`config.mk`:
```
export PLATFORM = sky130hd
export DESIGN_NAME = fetch_unit
export DESIGN_NICKNAME = d
export VERILOG_FILES = /design/src/rtl/fetch_pkg.sv /design/src/rtl/fetch_fifo.sv /design/src/rtl/fetch_unit.sv
export SDC_FILE = /design/constraint.sdc
export NUM_CORES = 1
export LEC_CHECK = 0
export ABC_CLOCK_PERIOD_IN_PS = 5500
export CAP_MARGIN = 20
export CORE_ASPECT_RATIO = 1.25
export CORE_MARGIN = 2
export CORE_UTILIZATION = 35
export DETAILED_ROUTE_END_ITERATION = 16
export GPL_TIMING_DRIVEN = 0
export HOLD_SLACK_MARGIN = 0.15
export PLACE_DENSITY_LB_ADDON = 0.05
export SLEW_MARGIN = 25
export SYNTH_ARGS = -nofsm -noshare
export SYNTH_HDL_FRONTEND = slang
export SYNTH_SLANG_ARGS = --single-unit
```
`constraint.sdc`:
```
create_clock -name clk -period 5.5 [get_ports clk]
set_input_delay 1.1 -clock clk [delete_from_list [all_inputs] [get_ports clk]]
set_output_delay 1.1 -clock clk [all_outputs]
set_load 0.05 [all_outputs]
```
`src/rtl/fetch_pkg.sv`:
```
// Shared types and constants for the instruction fetch unit.
package fetch_pkg;

  localparam int XLEN = 32;
  localparam logic [XLEN-1:0] RESET_PC_DEFAULT = 32'h0000_0000;
  localparam logic [XLEN-1:0] PC_INC = 32'd4;

  typedef enum logic {
    FETCH = 1'b0,
    FLUSH = 1'b1
  } state_e;

endpackage

```
`src/rtl/fetch_fifo.sv`:
```
// Two-deep FIFO with synchronous flush; used for the pending-address queue
// and for the presented-instruction buffer.
module fetch_fifo #(
  parameter int WIDTH = 32
) (
  input  logic             clk,
  input  logic             rst_n,
  input  logic             flush,
  input  logic             push,
  input  logic [WIDTH-1:0] wdata,
  input  logic             pop,
  output logic [WIDTH-1:0] rdata,
  output logic [1:0]       count
);

  logic [WIDTH-1:0] mem_q [2];
  logic [WIDTH-1:0] mem_d [2];
  logic             rd_ptr_q, rd_ptr_d;
  logic             wr_ptr_q, wr_ptr_d;
  logic [1:0]       count_q, count_d;
  logic             do_push, do_pop;

  always_comb begin
    do_pop   = pop && (count_q != 2'd0);
    do_push  = push && ((count_q != 2'd2) || do_pop);
    mem_d    = mem_q;
    rd_ptr_d = rd_ptr_q;
    wr_ptr_d = wr_ptr_q;
    count_d  = count_q;
    if (flush) begin
      // contents are left in place; only the occupancy is discarded
      rd_ptr_d = 1'b0;
      wr_ptr_d = 1'b0;
      count_d  = 2'd0;
    end else begin
      if (do_push) begin
        mem_d[wr_ptr_q] = wdata;
        wr_ptr_d        = ~wr_ptr_q;
      end
      if (do_pop) begin
        rd_ptr_d = ~rd_ptr_q;
      end
      count_d = count_q + 2'(do_push) - 2'(do_pop);
    end
  end

  always_ff @(posedge clk) begin
    if (!rst_n) begin
      mem_q[0] <= '0;
      mem_q[1] <= '0;
      rd_ptr_q <= 1'b0;
      wr_ptr_q <= 1'b0;
      count_q  <= 2'd0;
    end else begin
      mem_q    <= mem_d;
      rd_ptr_q <= rd_ptr_d;
      wr_ptr_q <= wr_ptr_d;
      count_q  <= count_d;
    end
  end

  assign rdata = mem_q[rd_ptr_q];
  assign count = count_q;

endmodule

```
`src/rtl/fetch_unit.sv`:
```
// In-order instruction fetch with 2-credit flow control and redirect flush.
//   state | meaning
//   FETCH | issue requests while credit remains, buffer responses
//   FLUSH | no requests; discard drop_cnt stale responses after a redirect
module fetch_unit
  import fetch_pkg::*;
#(
  parameter logic [XLEN-1:0] RESET_PC = RESET_PC_DEFAULT
) (
  input  logic            clk,
  input  logic            rst_n,
  input  logic            hold,
  input  logic            redirect_valid,
  input  logic [XLEN-1:0] redirect_pc,
  output logic            imem_req,
  output logic [XLEN-1:0] imem_addr,
  input  logic            imem_gnt,
  input  logic            imem_rvalid,
  input  logic [XLEN-1:0] imem_rdata,
  output logic            valid,
  output logic [XLEN-1:0] pc,
  output logic [XLEN-1:0] instr
);

  state_e              state_q, state_d;
  logic [XLEN-1:0]     fetch_pc_q, fetch_pc_d;
  logic [1:0]          drop_cnt_q, drop_cnt_d;
  logic [1:0]          out_cnt, buf_cnt;
  logic                req_accept, rsp_live;
  logic                pend_push, pend_pop, obuf_push, obuf_pop;
  logic [XLEN-1:0]     pend_head;
  logic [2*XLEN-1:0]   obuf_head;
  logic [2:0]          stale_cnt;

  assign imem_req   = rst_n && (state_q == FETCH) &&
                      (({1'b0, out_cnt} + {1'b0, buf_cnt}) < 3'd2);
  assign imem_addr  = fetch_pc_q;
  assign req_accept = imem_req && imem_gnt;

  // A response only counts if something is actually waiting for it.
  assign rsp_live = imem_rvalid &&
                    (((state_q == FETCH) && (out_cnt != 2'd0)) ||
                     ((state_q == FLUSH) && (drop_cnt_q != 2'd0)));

  assign pend_push = req_accept && !redirect_valid;
  assign pend_pop  = rsp_live && (state_q == FETCH) && !redirect_valid;
  assign obuf_push = pend_pop;
  assign obuf_pop  = valid && !hold;

  // Every response still owed by memory becomes stale on a redirect,
  // minus the one being delivered (and discarded) this very cycle.
  assign stale_cnt = {1'b0, drop_cnt_q} + {1'b0, out_cnt} +
                     {2'b00, req_accept} - {2'b00, rsp_live};

  always_comb begin
    state_d    = state_q;
    fetch_pc_d = fetch_pc_q;
    drop_cnt_d = drop_cnt_q;
    if (req_accept) begin
      fetch_pc_d = fetch_pc_q + PC_INC;
    end
    if (redirect_valid) begin
      fetch_pc_d = redirect_pc & ~32'h3;
      drop_cnt_d = stale_cnt[1:0];
      state_d    = (stale_cnt != 3'd0) ? FLUSH : FETCH;
    end else if (state_q == FLUSH) begin
      if (drop_cnt_q == 2'd0) begin
        state_d = FETCH;
      end else if (rsp_live) begin
        drop_cnt_d = drop_cnt_q - 2'd1;
      end
    end
  end

  always_ff @(posedge clk) begin
    if (!rst_n) begin
      state_q    <= FETCH;
      fetch_pc_q <= RESET_PC;
      drop_cnt_q <= 2'd0;
    end else begin
      state_q    <= state_d;
      fetch_pc_q <= fetch_pc_d;
      drop_cnt_q <= drop_cnt_d;
    end
  end

  fetch_fifo #(.WIDTH(XLEN)) u_pend (
    .clk   (clk),
    .rst_n (rst_n),
    .flush (redirect_valid),
    .push  (pend_push),
    .wdata (fetch_pc_q),
    .pop   (pend_pop),
    .rdata (pend_head),
    .count (out_cnt)
  );

  fetch_fifo #(.WIDTH(2*XLEN)) u_obuf (
    .clk   (clk),
    .rst_n (rst_n),
    .flush (redirect_valid),
    .push  (obuf_push),
    .wdata ({pend_head, imem_rdata}),
    .pop   (obuf_pop),
    .rdata (obuf_head),
    .count (buf_cnt)
  );

  assign valid = (buf_cnt != 2'd0);
  assign pc    = obuf_head[2*XLEN-1:XLEN];
  assign instr = obuf_head[XLEN-1:0];

endmodule

```
==> impl_metrics.csv <==
group,metric,value,unit
finish,multiInputGateArea,5044,um2
critical_path,cp_data_arrival_time,3.15,ns
global_routing,grt_max_degree,15,
global_routing,grtUsageTotal,20.10,%
placement,dp_hpwl,21980,um
power_and_ir_drop,powerDensity,289.6,nW/um2
global_routing,grt_pass1_wl,47470,um
die,design.core.area,28320,um2
finish,fin_util,45.62,%
logic_synthesis,synth-edff-count,0,
logic_synthesis,synth-xor-area-share,3.240,%
drt,dr.pass1.iters,5,
hold_path,hp-class,"flop to flop",
drt,wl_per_cell,17.75,um
drt,initialDrtViolationCount,345,
finish,finalInstanceArea,12920,um2
logic_synthesis,synth-seq-cells,225,
die,die-area,29960,um2
clock_tree,cts_tree,"done",
timing,skew,0.01164,ns
logic_synthesis,synth_top_family_by_area,"compound AO/OA/AOI/OAI gates",
logic_synthesis,synth_compound_gate_area_share,17.89,%
critical_path,crit_type,"primary input to primary output",
clock_tree,clockRootBuffer,"clkbuf_16",
critical_path,cp_cell_sequence,"clkdlybuf4s50_1 -> or4b_4 -> inv_2 -> clkdlybuf4s50_1",
timing,min_period,4.248,ns
die,die_height,193.0,um
clock_tree,cts_setup_buffers,0,
logic_synthesis,synthAdderAreaFrac,1.601,%
finish,regArea,4504,um2
placement,port_buffers,161,
logic_synthesis,yosysTopAreaCell,"dfxtp_1",
timing,fin_hold_ws,0.4490,ns
logic_synthesis,yosys_warnings,0,
critical_path,crit_path_max_fanout,6,
logic_synthesis,synthArstFlopShare,0,%
clock_tree,cts.path.max_buffers,3,
clock_tree,clk_pin_slew,0.06,ns
clock_tree,numCtsBuffers,25,
critical_path,worstPathRequired,4.40,ns
logic_synthesis,synth_cells,1133,
logic_synthesis,synth_top_area_share,45.03,%
placement,place_inst,1652,
global_routing,grt-ovfl-total,0,
run,maxCapViolations,0,
drt,drc,0,
finish,antennaDiodeCount,0,
timing,slew_headroom,36.40,%
critical_path,critPathLaunchType,"primary input",
finish,finalNonFillerCells,1698,
finish,area_growth_syn_to_layout,29.13,%
finish,drive_above_1_share,11.32,%
timing,finalHoldViolCount,0,
timing,fin_setup_tns,0,ns
die,ioPinCount,168,
status,outcome,"complete, no violations",
critical_path,critPathCaptureType,"primary output",
timing,fmax,0.2354,GHz
logic_synthesis,synth_common_cells,"296 x nand2_1, 225 x dfxtp_1, 85 x o21ai_0",
die,die_width,155.2,um
placement,place_congestion,0.7988,
logic_synthesis,netlist_top_cells_area,"dfxtp_1 45%, nand2_1 11%, mux2_2 7.0%, o211a_1 6.2%, a21boi_0 4.3%",
clock_tree,insertion_delay,0.54,ns
global_routing,first_global_vias,8629,
finish,nNetsFinal,1405,
timing,slew_violations,0,
logic_synthesis,synth-simple-area-share,17.36,%
clock_tree,htree_levels,1,
die,initial_core_util,35.33,%
clock_tree,cts.sinks,225,
drt,via_count,8468,
critical_path,cp_slowest_cell,"clkdlybuf4s50_1",
clock_tree,cts.repair.resized,0,
finish,fill_cells,2893,
logic_synthesis,netlist_area,10000,um2
power_and_ir_drop,power_leakage,5.256,nW
logic_synthesis,ys_seq_area_share,45.03,%
global_routing,antenna_found_initial,0,
placement,place_area,12070,um2
power_and_ir_drop,ir_drop,241.8,uV
critical_path,max_stage_delay,0.83,ns
timing,setup_violations,0,
clock_tree,cts_hold_buf,0,
timing,rsz0062_at_grt,"false",
logic_synthesis,muxShareOfSynthArea,10.18,%
timing,finalCritPeriodShare,77.23,%
die,rows,69,
logic_synthesis,avgSynthCellArea,8.829,um2
drt,wl,30150,um
logic_synthesis,synth-main-ff-cell,"dfxtp_1",
timing,tightest_slew,0.9461,ns
drt,routed_via_density,4.987,
logic_synthesis,yosysMostFrequentCell,"nand2_1",
drt,drtAntennaViolNets,0,
logic_synthesis,yosysUniqueCellTypes,47,
critical_path,crit_top_cell,"clkdlybuf4s50_1",
critical path, delay by kind of cell:
kind                   cells  cell delay [ns]
buffers and inverters      3             1.53
AND/OR/NAND/NOR            1             0.52
per-layer routing:
layer,vias up,GRT usage (%),routed length (um),share of wire (%)
met2,179,37.64,15460,51
met4,0,7.128,987,3.3
li1,4250,-,-,-
met1,3985,23.72,12560,42
met3,54,2.302,1139,3.8
met5,-,0,0,0
cells by family (layout without fill, tap and decap cells):
logic type                 Yosys count  after routing
other                                1              4
xor gates and xnor gates            37             37
DFF                                225            225
buffers and inverters              110            317
AOI/OAI and AO/OA                  250            250
adders and majority gates           11             11
muxes                               94             94
and+or+nand+nor                    405            405
final cells by class:
class	count	share of cell area [%]
Inverter	17	0.4940
Buffer	93	3.119
Tap cell	355	3.439
Clock inverter	10	0.6974
Timing Repair Buffer	161	12.48
Sequential cell	225	34.87
Multi-Input combinational cell	801	39.04
Clock buffer	36	5.860
final timing paths:
kind / slack (ns) / startpoint / endpoint / cells past startpoint
worst max-delay path: 1.25 / rst_n / imem_req / 4
worst min-delay path: 0.45 / u_pend.mem_q[31] / u_pend.mem_q[31] / 2
worst max register to register: 1.96 / u_pend.count[0] / state_q / 13
worst min register to register: 0.45 / u_pend.mem_q[31] / u_pend.mem_q[31] / 2
state kept, by name (all words and copies together) (netlist names), 2 cells and up:
register,flops
drop_cnt_q,2
u_obuf.mem_q,124
imem_addr,30
u_pend.count,2
u_pend.mem_q,60
u_obuf.count,2
where the power goes:
part           switching, mW  internal, mW
clock network          0.704          1.01
registers             0.0440          1.66
logic                  0.197         0.132
total                  0.945          2.80
through the flow:
step / setup slack, ns / total power [mW]
finish: 1.252 / 3.741
global route: 1.115 / 3.885
CTS: 1.240 / 3.795
detailed placement: 1.245 / 2.071
global placement: 1.248 / 2.072
floorplan: 2.010 / 1.912
placed cells by master (no fill, tap or decap), types with 25 or more instances in the layout:
cell type,Yosys,final
mux2_2,62,62
a21boi_0,57,57
clkbuf_16,0,25
a21oi_1,26,26
mux2i_1,32,32
nand3_1,37,37
o21ai_0,85,85
dfxtp_1,225,225
nand2_1,296,296
clkdlybuf4s50_1,0,161
clkbuf_1,54,56
o211a_1,62,62
buf_2,30,30
(Power assumes the default switching activity.)
